File: src/rtl/lfsr_req_scheduler_if.sv
// Request/response bundle between the random-number consumers and the
// shared LFSR scheduler. The consumer side is the master.
interface lfsr_req_scheduler_if #(
    parameter int NREQ  = 4,
    parameter int STEPW = 4
);
    logic                   seed_load;
    logic [3:0]             seed;
    logic [NREQ-1:0]        req;
    logic [NREQ*STEPW-1:0]  steps;
    logic [NREQ-1:0]        gnt;
    logic                   rsp_valid;
    logic [3:0]             rsp_data;
    logic                   rsp_ready;
    logic                   busy;
    logic [3:0]             lfsr_state;
    logic                   seed_err;

    modport master (
        output seed_load, seed, req, steps, rsp_ready,
        input  gnt, rsp_valid, rsp_data, busy, lfsr_state, seed_err
    );

    modport slave (
        input  seed_load, seed, req, steps, rsp_ready,
        output gnt, rsp_valid, rsp_data, busy, lfsr_state, seed_err
    );
endinterface

File: src/rtl/lfsr_req_scheduler.sv
// Shares one 4-bit Fibonacci LFSR between NREQ requesters. Seeds are loaded
// while idle, requesters are granted round-robin, the LFSR is advanced by the
// winner's step count and the resulting state is returned over a
// valid/ready handshake.
module lfsr_req_scheduler #(
    parameter int         NREQ       = 4,
    parameter int         STEPW      = 4,
    parameter logic [3:0] RESET_SEED = 4'b0001
) (
    input  logic                  clk,
    input  logic                  rst,
    lfsr_req_scheduler_if.slave   bus
);
    localparam int PTRW = (NREQ > 1) ? $clog2(NREQ) : 1;

    typedef enum logic [1:0] {
        IDLE,
        RUN,
        DONE
    } state_t;

    state_t             state, state_nxt;
    logic [3:0]         lfsr, lfsr_nxt;
    logic [STEPW-1:0]   cnt, cnt_nxt;
    logic [PTRW-1:0]    ptr, ptr_nxt;
    logic [PTRW-1:0]    win, win_nxt;
    logic [NREQ-1:0]    gnt, gnt_nxt;
    logic               rsp_valid, rsp_valid_nxt;
    logic [3:0]         rsp_data, rsp_data_nxt;
    logic               seed_err, seed_err_nxt;

    logic               pick_found;
    logic [PTRW-1:0]    pick_idx;
    logic [STEPW-1:0]   pick_steps;
    logic [3:0]         lfsr_step;

    // One Fibonacci step: the new MSB is the XOR of the two low taps.
    function automatic logic [3:0] step_fn(input logic [3:0] s);
        return {s[1] ^ s[0], s[3], s[2], s[1]};
    endfunction

    // Requester index base+off, wrapped into 0..NREQ-1.
    function automatic logic [PTRW-1:0] wrap_idx(input logic [PTRW-1:0] base, input int off);
        int sum;
        sum = int'(base) + off;
        if (sum >= NREQ) sum = sum - NREQ;
        return PTRW'(sum);
    endfunction

    assign lfsr_step  = step_fn(lfsr);
    assign pick_steps = bus.steps[int'(pick_idx)*STEPW +: STEPW];

    // Round-robin search: first asserted req at or after the pointer.
    always_comb begin
        pick_found = 1'b0;
        pick_idx   = '0;
        for (int off = 0; off < NREQ; off++) begin
            if (!pick_found && bus.req[wrap_idx(ptr, off)]) begin
                pick_found = 1'b1;
                pick_idx   = wrap_idx(ptr, off);
            end
        end
    end

    // Next-state and next-output logic for the IDLE/RUN/DONE sequencer.
    always_comb begin
        // NOTE: every target gets a hold-value default first, so no path can leave one unassigned and infer a latch.
        state_nxt     = state;
        lfsr_nxt      = lfsr;
        cnt_nxt       = cnt;
        ptr_nxt       = ptr;
        win_nxt       = win;
        gnt_nxt       = gnt;
        rsp_valid_nxt = rsp_valid;
        rsp_data_nxt  = rsp_data;
        seed_err_nxt  = seed_err;

        unique case (state)
            IDLE: begin
                if (bus.seed_load) begin
                    // A zero seed would lock the LFSR; substitute 1 and flag it.
                    if (bus.seed == 4'd0) begin
                        lfsr_nxt     = 4'b0001;
                        seed_err_nxt = 1'b1;
                    end else begin
                        lfsr_nxt = bus.seed;
                    end
                end else if (pick_found) begin
                    gnt_nxt = NREQ'(1) << pick_idx;
                    win_nxt = pick_idx;
                    cnt_nxt = pick_steps;
                    if (pick_steps == '0) begin
                        state_nxt     = DONE;
                        rsp_valid_nxt = 1'b1;
                        rsp_data_nxt  = lfsr;
                    end else begin
                        state_nxt = RUN;
                    end
                end
            end

            RUN: begin
                lfsr_nxt = lfsr_step;
                cnt_nxt  = cnt - 1'b1;
                if (cnt == STEPW'(1)) begin
                    state_nxt     = DONE;
                    rsp_valid_nxt = 1'b1;
                    rsp_data_nxt  = lfsr_step;
                end
            end

            DONE: begin
                if (bus.rsp_ready) begin
                    state_nxt     = IDLE;
                    gnt_nxt       = '0;
                    rsp_valid_nxt = 1'b0;
                    ptr_nxt       = wrap_idx(win, 1);
                end
            end

            default: state_nxt = IDLE;
        endcase
    end

    // State register with synchronous reset.
    always_ff @(posedge clk) begin
        // NOTE: non-blocking assignments so every register samples pre-edge values regardless of statement order.
        if (rst) begin
            state     <= IDLE;
            lfsr      <= RESET_SEED;
            cnt       <= '0;
            ptr       <= '0;
            win       <= '0;
            gnt       <= '0;
            rsp_valid <= 1'b0;
            rsp_data  <= '0;
            seed_err  <= 1'b0;
        end else begin
            state     <= state_nxt;
            lfsr      <= lfsr_nxt;
            cnt       <= cnt_nxt;
            ptr       <= ptr_nxt;
            win       <= win_nxt;
            gnt       <= gnt_nxt;
            rsp_valid <= rsp_valid_nxt;
            rsp_data  <= rsp_data_nxt;
            seed_err  <= seed_err_nxt;
        end
    end

    assign bus.gnt        = gnt;
    assign bus.rsp_valid  = rsp_valid;
    assign bus.rsp_data   = rsp_data;
    assign bus.busy       = (state != IDLE);
    assign bus.lfsr_state = lfsr;
    assign bus.seed_err   = seed_err;
endmodule

File: src/flat_wrapper.sv
// flat-port wrapper written by rule: the top's interface ports become plain ports
module lfsr_req_scheduler_flat 
#(
    parameter int         NREQ       = 4,
    parameter int         STEPW      = 4,
    parameter logic [3:0] RESET_SEED = 4'b0001
)
  (clk, rst, bus_seed_load, bus_seed, bus_req, bus_steps, bus_rsp_ready, bus_gnt, bus_rsp_valid, bus_rsp_data, bus_busy, bus_lfsr_state, bus_seed_err);
  lfsr_req_scheduler_if #(.NREQ(NREQ), .STEPW(STEPW)) bus_i ();
  input  logic clk;
  input  logic rst;
  input wire logic [$bits(bus_i.seed_load)-1:0] bus_seed_load;
  input wire logic [$bits(bus_i.seed)-1:0] bus_seed;
  input wire logic [$bits(bus_i.req)-1:0] bus_req;
  input wire logic [$bits(bus_i.steps)-1:0] bus_steps;
  input wire logic [$bits(bus_i.rsp_ready)-1:0] bus_rsp_ready;
  output wire logic [$bits(bus_i.gnt)-1:0] bus_gnt;
  output wire logic [$bits(bus_i.rsp_valid)-1:0] bus_rsp_valid;
  output wire logic [$bits(bus_i.rsp_data)-1:0] bus_rsp_data;
  output wire logic [$bits(bus_i.busy)-1:0] bus_busy;
  output wire logic [$bits(bus_i.lfsr_state)-1:0] bus_lfsr_state;
  output wire logic [$bits(bus_i.seed_err)-1:0] bus_seed_err;
  assign bus_i.seed_load = bus_seed_load;
  assign bus_i.seed = bus_seed;
  assign bus_i.req = bus_req;
  assign bus_i.steps = bus_steps;
  assign bus_i.rsp_ready = bus_rsp_ready;
  assign bus_gnt = bus_i.gnt;
  assign bus_rsp_valid = bus_i.rsp_valid;
  assign bus_rsp_data = bus_i.rsp_data;
  assign bus_busy = bus_i.busy;
  assign bus_lfsr_state = bus_i.lfsr_state;
  assign bus_seed_err = bus_i.seed_err;
  lfsr_req_scheduler #(.NREQ(NREQ), .STEPW(STEPW), .RESET_SEED(RESET_SEED)) u_core (.clk(clk), .rst(rst), .bus(bus_i));
endmodule
File: config.mk
export PLATFORM = sky130hd
export DESIGN_NAME = lfsr_req_scheduler_flat
export DESIGN_NICKNAME = d
export VERILOG_FILES = /design/src/rtl/lfsr_req_scheduler_if.sv /design/src/rtl/lfsr_req_scheduler.sv /design/src/flat_wrapper.sv
export SDC_FILE = /design/constraint.sdc
export NUM_CORES = 1
export LEC_CHECK = 0
export ABC_AREA = 1
export BUFFER_PORTS_ARGS = -buffer_cell sky130_fd_sc_hd__buf_2
export CORE_UTILIZATION = 47
export CTS_CLUSTER_DIAMETER = 80
export CTS_CLUSTER_SIZE = 12
export DETAILED_ROUTE_END_ITERATION = 6
export PLACE_DENSITY = 0.73
export SETUP_SLACK_MARGIN = 0.15
export SLEW_MARGIN = 5
export SYNTH_ARGS = -nofsm -noshare
export SYNTH_HDL_FRONTEND = slang
export SYNTH_SLANG_ARGS = --single-unit
File: constraint.sdc
create_clock -name clk -period 2.75 [get_ports clk]
set_input_delay 0.4125 -clock clk [delete_from_list [all_inputs] [get_ports clk]]
set_output_delay 0.4125 -clock clk [all_outputs]
set_load 0.005 [all_outputs]
-- Yosys cells after proc, flatten, opt, wreduce, memory -nomap -nowiden
Cells that the tools add are included.
- eq/ne operators: 9
- shift-type cells: 2
- add/subtract/negate cells: 10
- order comparisons: 9
- divide/modulo/power cells: 0
- mux-type cells: 48
- multipliers: 0
- reductions and logical operators: 22
- bitwise gates (word level): 2
- operator list (kind ; count):
    $mux 4 ; 11
    $pmux 4 s2 ; 4
    $mux 2 ; 14
    $shiftx 16x5->4 ; 1
    $mux 1 ; 13
    $ge 3x3->1 const B ; 4
    $lt 2x3->1 const B ; 4
    $sub 2x1->2 const B ; 5
    $reduce_and 3->1 ; 3
    $bmux 1 s2 ; 4
    $logic_not 4->1 ; 2
    $reduce_and 4->1 ; 2
    $add 2x1->3 const B ; 2
    $add 2x2->3 const B ; 2
    $ne 2x1->1 const B ; 3
    $ne 2x2->1 const B ; 3
    $pmux 2 s3 ; 1
    $reduce_and 6->1 ; 1
    $reduce_bool 2->1 ; 3
    $reduce_and 5->1 ; 1
    $eq 4x1->1 const B ; 1
    $reduce_and 2->1 ; 2
    $shl 1x2->4 const A ; 1
    $sub 4x1->4 const B ; 1
    other kinds (10) ; 14
- bits of input ports: 28
- bits in writable memories: 0
- flip-flop bits (word level): 24
- memories kept: 0
- output and inout port bits: 15
- latch bits: 0
- word-level logic and storage cells: 111
- bits in read-only memories: 0

-- Longest topological paths before layout
Gate-level depths: netlist of the first run.
- depth in word-level cells: 20
- gate-level depth with buffers: 20
- mapped depth without buffers: 19

-- Worst setup path before layout of the first run
OpenSTA, ideal clock, no wires.
- kind: register to register
- start: register u_core.ptr[0]
- end: register u_core.rsp_data[0], in the netlist u_core.bus.rsp_data[0]
- slack: 0.735 ns
- arrival time: 1.883 ns
- required time: 2.618 ns
- stages on the path, launching flop included: 19
- path buffers: 1
- library setup time: 0.132 ns
- cell sequence: dfxtp_1 buf_6 nand2_2 nand3_1 nand2_2 nor2_4 nand3_2 inv_1 nand2_1 o21ai_2 inv_2 nand2_1 nand2_1 nor2_2 nand2_2 nand2_4 nand2_4 nand2_1 a21oi_1
- longest elaborated chain between the ends: 18
- elaborated cells on any way between the ends: 42
- ends and longest elaborated chain (what ; RTL line ; source):
    start: declaration ; lfsr_req_scheduler.sv:25 ; logic [PTRW-1:0] ptr, ptr_nxt;
    start signal: assignment ; lfsr_req_scheduler.sv:142 ; ptr <= ptr_nxt;
    branches (longest 17 deep; another with $add 2x1->3) ; - ;
    $reduce_and 5->1 (no source line) * ; - ;
    end signal: assignment ; lfsr_req_scheduler.sv:146 ; rsp_data <= rsp_data_nxt;
    end: declaration ; lfsr_req_scheduler.sv:29 ; logic [3:0] rsp_data, rsp_data_nxt;
Mark *: on every way between the ends. The select of a mux whose other input is x is not followed.
A chain may end at the register's enable or synchronous reset.

-- Worst setup path in the final report of the first run
- start: register u_core.ptr[0]
- end: register u_core.rsp_data[2], in the netlist u_core.bus.rsp_data[2]
The elaborated chain is that of the path after synthesis.

==> results of run 1 <==
[layout make-up]
cell class / count / area (sq um) / area share
clock buffer: 3 / 22.5 / 0.0120
tap: 44 / 55.1 / 0.0293
timing repair buffer: 44 / 225 / 0.120
inverter: 43 / 161 / 0.0860
sequential: 24 / 480 / 0.256
multi-input combinational: 190 / 932 / 0.497
[cell usage in the layout, fill, tap and decap left out]
master	count
dfxtp_1	24
clkinv_1	1
nand3_1	24
nor2_2	2
o21a_1	1
a21oi_1	18
a32oi_1	1
nor2_1	17
xnor2_1	1
nand2_4	3
nand3_2	1
nor3_1	1
o21ai_1	1
or2_2	1
xor2_1	1
a21oi_2	1
o2111ai_1	2
a31oi_1	3
o21ai_0	12
clkbuf_4	3
o211ai_1	2
nand2_2	10
o21ai_2	1
ha_1	2
inv_2	2
nor2_4	1
nand2_1	81
inv_1	40
buf_2	42
a21boi_0	1
nand4_1	2
buf_4	2
[logic make-up (layout without fill, tap and decap cells)]
| group | after synthesis | after routing | share of synthesized area |
|---|---|---|---|
| and+or+nand+nor | 143 | 143 | 0.400 |
| buffers and inverters | 47 | 90 | 0.119 |
| AOI/OAI and AO/OA | 43 | 43 | 0.154 |
| DFF | 24 | 24 | 0.300 |
| adders and majority gates | 2 | 2 | 0.0156 |
| xor gates and xnor gates | 2 | 2 | 0.0109 |
[power groups by stage]
stage / clock (W) / sequential (W) / combinational (W)
4_1_cts: 0.000154 / 0.000531 / 0.00115
5_1_grt: 0.000168 / 0.000549 / 0.00130
3_5_place_dp: 0 / 0.000539 / 0.00114
2_1_floorplan: 0 / 0.000533 / 0.000905
3_3_place_gp: 0 / 0.000538 / 0.00113
6_report: 0.000148 / 0.000532 / 0.00114
[layer usage]
metal	part of all wire	routed length (um)
met1	0.53	1820
met2	0.44	1500
met3	0.031	105
met4	0.0049	17
met5	0	0
[sequential cells by signal, indices dropped and copies added, names as in the netlist]
register / cells
u_core.bus.seed_err: 1
u_core.cnt: 4
u_core.bus.rsp_valid: 1
u_core.bus.rsp_data: 4
u_core.ptr: 2
u_core.bus.gnt: 4
u_core.state: 2
u_core.win: 2
u_core.bus.lfsr_state: 4
[worst register-to-register path: cells and delay by family, from the launching register on]
family,cells,cell delay [ns]
and+or+nand+nor,13,1.21
buffers and inverters,3,0.41
DFF,1,0.42
AOI/OAI and AO/OA,2,0.17
[worst max path at each step]
stage | end | depth (start not counted)
3_3_place_gp | u_core.bus.rsp_data[0]$_SDFFE_PP0P_ | 18
6_report | u_core.bus.rsp_data[2]$_SDFFE_PP0P_ | 18
4_1_cts | u_core.bus.rsp_data[0]$_SDFFE_PP0P_ | 18
3_5_place_dp | u_core.bus.rsp_data[0]$_SDFFE_PP0P_ | 19
2_1_floorplan | u_core.bus.rsp_data[0]$_SDFFE_PP0P_ | 18
5_1_grt | u_core.bus.rsp_data[2]$_SDFFE_PP0P_ | 18
[per-stage QoR]
step / hold WS, ns / total power (W) / std cells / worst slack [ns]
6_report: 0.361 / 0.00182 / 348 / 0.422
5_1_grt: 0.364 / 0.00202 / 348 / 0.220
4_1_cts: 0.354 / 0.00183 / 348 / 0.403
3_5_place_dp: 0.446 / 0.00168 / 345 / 0.420
3_3_place_gp: 0.435 / 0.00167 / 345 / 0.448
2_1_floorplan: 0.429 / 0.00144 / 261 / 0.735
==> summary.txt, run 1 <==
Timing
  – Slew Limit Fails: 0
  – RSZ-0062 raised after global routing: false
  – Final hold violations: 0
  – Final worst-path cycle share: 0.846
  – Slew HR: 0.668
  – Worst-margin pin slew: slightly below 0.5 ns
  – Setup TNS: 0 ns
  – Final setup fails: 0
  – Clock period minus final worst setup slack: 2.33 ns
  – Highest clock rate: roughly 0.43 GHz
  – Setup Skew: about 0.0019 ns

Floorplan
  – Vert. Die Dim: between 60 and 70 um
  – Cell Rows: 20
  – DIE WIDTH: 60.4 um
  – Initial Utilization: 0.509
  – Die footprint: about 3700 sq um
  – Core region area: between 3000 and 4000 sq um
  – # IOs: 43

Routing
  – Wire per inst: approximately 10 um
  – First-iteration detailed-routing DRC count: between 100 and 150
  – DRC violations left: 0
  – Drt pass-1 iters: 4
  – DRT antenna net count: 0
  – Drt total wl: ~3400 um
  – Vias per cell: ~4.7
  – Vias post-DR: about 1700

Clock tree
  – Root Driver: clkbuf_4
  – Clock Latency Late Sink: 0.30 ns
  – Clock Pin Slew Worst Setup and Hold Paths: around 0.12 ns
  – CTS tree: built
  – Hold-fix buffers at CTS: 0
  – Clk buf depth: 2
  – Post-CTS setup buffers: 0
  – Clk sinks: 24
  – Resize count post-CTS: 0
  – CTS Buf Count: 3
  – H-tree depth: 1

Power
  – Cell internal pwr: a little over 0.0009 W
  – Sw frac: 0.495
  – Combinational power share: 0.627
  – VDD IR max: between 0.4 and 0.5 mV
  – P_leak: roughly 1 nW
  – Psw: 0.000902 W
  – Clock Power Share: 0.081
  – Sequential Power Share: 0.292
  – PwrDens: about 970 nW/um^2

Cells and area
  – Final Instance Area: 1880 sq um
  – Util after Layout: 0.595
  – # diodes: 0
  – NumNets Final: roughly 340
  – Area delta synth->final: 17.0%
  – # fillers: 323
  – Share of post-route cells with drive strength above 1: 0.227

Setup path
  – Top Family by Delay on Critical Path: simple AND/OR/NAND/NOR gates
  – CP max-delay cell: dfxtp_1
  – CP Cell Sequence: buf_4 > nand2_2 > nand3_1 > nand2_2 > nor2_4 > nand3_2 > inv_1 > nand2_1 > o21ai_2 > inv_2 > nand2_1 > nand2_1 > nor2_2 > nand2_2 > nand2_4 > nand2_4 > nand2_1 > a21oi_1
  – Worst EP required: approximately 3 ns
  – Max incr delay on CP: 0.42 ns
  – Startpoint Class: flop
  – Worst EP arrival: approximately 2.5 ns
  – WS Path Type: reg2reg
  – Crit path max fanout: 8
  – CP most frequent cell: nand2_1
  – CP bufs+invs: 3
  – R2R cell count: 18
  – Internal reg-to-reg setup slack: between 0.4 and 0.5 ns
  – CP endpoint kind: flop
  – Worst r2r dst: u_core.bus.rsp_data[2]$_SDFFE_PP0P_
  – Worst r2r src: u_core.ptr[0]$_SDFFE_PP0P_
  – Critical Path Source: u_core.ptr[0]$_SDFFE_PP0P_

Placed design
  – DP HPWL: about 2800 um
  – Area of placed instances: about 1900 sq um
  – Placer Congestion: 0.851
  – # port buffers: 42

Logic synthesis
  – Count leader, synth: nand2_1
  – Top FF cell, synth: dfxtp_1
  – Ys async rst share: 0
  – Net Count, Synth: roughly 290
  – Most common library cells after synthesis: 81 x nand2_1, 40 x inv_1, 24 x dfxtp_1, 24 x nand3_1, 18 x a21oi_1
  – Synthesis-stage register bit count: 24
  – Post-synth top area share: 0.300
  – EDFF count, synth: 0
  – Synth area leader: dfxtp_1
  – Netlist cell types: 31
  – Synth warnings: 0
  – Cells after Synth: around 260
  – Avg Inst Size Synth: about 6 sq um
  – Cell Area, Synth: 1600 sq um
  – Sequential area share after synthesis: 0.300
  – Top cells by area, synth: dfxtp_1 30%, nand2_1 19%, inv_1 9.4%, nand3_1 7.5%, a21oi_1 5.6%

Worst hold path
  – HP Start: bus_seed[0]
  – Hold path depth: 3
  – Worst Hold Endpoint: u_core.bus.lfsr_state[0]$_SDFFE_PP1P_
  – Worst min-delay path category: in2reg

GRT
  – Vias in the first global route: about 1300
  – Met2 Use GR: 0.305
  – Total global routing overflow: 0
  – GRT Max-Usage Layer: met2
  – Total Routing Usage GR: 0.198
  – Initial antenna violation count: 0
  – Routing usage on met3: 0.0384
  – Grt met1 use: 0.295
  – Pin count of the biggest net entering global routing: 16
  – First-pass GRT wire length: between 5000 and 6000 um

Status
  – Outcome: complete, no violations

Job
  – Max-Cap Viols: 0
No activity file was read; power rests on OpenSTA's default activity.
==> inputs of run 2 (changes only) <==
Clock period 2.75 ns to 2.4 ns, I/O delays scaled along.
==> run 2 against run 1 <==
Net effect:
- die area did not move
- clock skew rose by 0.0022 ns
- combinational power rose by 46%
- critical path type unchanged
- fmax rose by 5.8%
- first-iteration DRC count fell by 23%
- critical path depth rose by 1
==> summary.txt, run 2 (synthesized netlist as in run 1, its figures left out) <==
Power
  – Clock Power Share: 0.071
  – VDD IR max: around 0.53 mV
  – Cell internal pwr: around 0.0012 W
  – Power, Total: ~0.0025 W
  – P_leak: about 1.1 nW
  – Sw frac: 0.498
  – PwrDens: about 1100 nW/um^2
  – Sequential Power Share: 0.251
  – Psw: 0.00122 W
  – Combinational power share: 0.678

Status
  – Outcome: complete, no violations

Setup path
  – Worst EP arrival: around 2.4 ns
  – Crit path max fanout: 8
  – WS Path Type: reg2reg
  – CP endpoint kind: flop
  – Worst EP required: approximately 2.6 ns
  – Startpoint Class: flop

Job
  – Max-Cap Viols: 0

Placed design
  – Placer Congestion: between 0.8 and 0.9
  – DP HPWL: ~2800 um
  – # port buffers: 42

Clock tree
  – Clock Latency Late Sink: between 0.3 and 0.4 ns
  – Clk sinks: 24
  – Clock Pin Slew Worst Setup and Hold Paths: around 0.12 ns
  – Hold-fix buffers at CTS: 0
  – CTS Buf Count: 3
  – CTS tree: built
  – Clk buf depth: 2
  – Root Driver: clkbuf_4
  – H-tree depth: 1

Routing
  – Drt pass-1 iters: 4
  – Vias post-DR: roughly 1800
  – Drt total wl: 4090 um
  – Wire per inst: ~11 um
  – Vias per cell: 4.95
  – DRC violations left: 0
  – DRT antenna net count: 0
  – First-iteration detailed-routing DRC count: 90

GRT
  – Met2 Use GR: 0.333
  – First-pass GRT wire length: between 5000 and 6000 um
  – Grt met1 use: 0.292
  – Routing usage on met3: 0.0405
  – Pin count of the biggest net entering global routing: 16
  – Total global routing overflow: 0
  – Vias in the first global route: between 1000 and 1500
  – GRT Max-Usage Layer: met2
  – Total Routing Usage GR: 0.207
  – Initial antenna violation count: 0

Cells and area
  – Commonest non-fill, non-tap cell in the layout: nand2_1
  – # diodes: 0
  – Util after Layout: 0.688
  – Share of post-route cells with drive strength above 1: 0.366
  – NumNets Final: approximately 350
  – Most frequent cells in the layout: 57 x nand2_1, 42 x buf_2, 37 x inv_1
  – Area delta synth->final: 35.3%

Timing
  – Final hold violations: 0
  – Setup TNS: 0 ns
  – RSZ-0062 raised after global routing: true
  – Clock period minus final worst setup slack: 2.20 ns
  – Slew HR: 0.664
  – Slew Limit Fails: 0
  – Final worst-path cycle share: 0.917
  – Highest clock rate: 0.454 GHz
  – Setup Skew: around 0.0041 ns
  – Final setup fails: 0
  – Worst-margin pin slew: between 0.5 and 0.6 ns

Floorplan
  – Vert. Die Dim: 60.4 um
  – Die footprint: approximately 3700 sq um
  – Initial Utilization: 0.509
  – DIE WIDTH: around 60 um
  – Cell Rows: 20
  – # IOs: between 40 and 50
  – Core region area: ~3200 sq um

Worst hold path
  – Worst min-delay path category: in2reg
## run 2: changes by cell type in the layout (fill, tap and decap cells not counted), sizes merged
cell    before  now
buf         44   52
nand2       94   95
clkbuf       3    4
## run 2: layer usage
| metal | vias up | share of wire | routed length [um] |
|---|---|---|---|
| li1 | 938 | - | - |
| met4 | 0 | 0.012 | 48 |
| met2 | 34 | 0.48 | 1970 |
| met5 | - | 0 | 0 |
| met3 | 8 | 0.035 | 143 |
| met1 | 791 | 0.47 | 1930 |
## run 2: power groups by stage
stage	Combinational (W)	Clock, W	Sequential [W]
2_1_floorplan	0.00104	0	0.000611
4_1_cts	0.00134	0.000181	0.000604
6_report	0.00166	0.000174	0.000615
3_5_place_dp	0.00134	0	0.000613
3_3_place_gp	0.00133	0	0.000611
5_1_grt	0.00187	0.000202	0.000637
## run 2: worst max-delay path, cell delays in order (launching register included)
cell and delay (ns):
dfxtp_4 0.42, buf_8 0.15, nand2_4 0.06, nand2_4 0.09, nand2_2 0.06, nand2_2 0.09
nor2_2 0.05, nor2_4 0.13, nand2_8 0.10, buf_6 0.13, nand3_1 0.06, nand2_1 0.07
nand2_2 0.08, nand2_2 0.05, nor2_2 0.12, nand2_2 0.07, nand2_4 0.11, nand2_4 0.08
nand2_1 0.09, a21oi_1 0.06
## run 2: worst paths after layout
path	slack, ns	from	cells past startpoint	end
max	0.20	u_core.ptr[0]$_SDFFE_PP0P_	19	u_core.bus.rsp_data[0]$_SDFFE_PP0P_
min	0.29	bus_seed[0]	3	u_core.bus.lfsr_state[0]$_SDFFE_PP1P_
max reg2reg	0.20	u_core.ptr[0]$_SDFFE_PP0P_	19	u_core.bus.rsp_data[0]$_SDFFE_PP0P_
min reg2reg	0.46	u_core.bus.seed_err$_SDFFE_PP0P_	2	u_core.bus.seed_err$_SDFFE_PP0P_
## run 2: through the flow
step | hold WS [ns] | area, sq um | cells | setup WS (ns)
global placement | 0.436 | 1880 | 348 | 0.242
detailed placement | 0.442 | 1880 | 348 | 0.178
finish | 0.292 | 2170 | 358 | 0.200
global route | 0.306 | 2170 | 358 | 0.0482
CTS | 0.287 | 1900 | 351 | 0.161
floorplan | 0.422 | 1600 | 261 | 0.385
## run 2: what timing repair did
item	in CTS	in global routing
setup endpoints to repair	0	7
resized for setup	0	58
hold endpoints to repair	0	0
setup buffers	0	5
## run 2: area by class of cell
class                           count  area, sq um
Timing Repair Buffer               53          322
Fill cell                         295          983
Sequential cell                    24          485
Inverter                           43          166
Clock buffer                        3         22.5
Tap cell                           44         55.1
Multi-Input combinational cell    191         1120
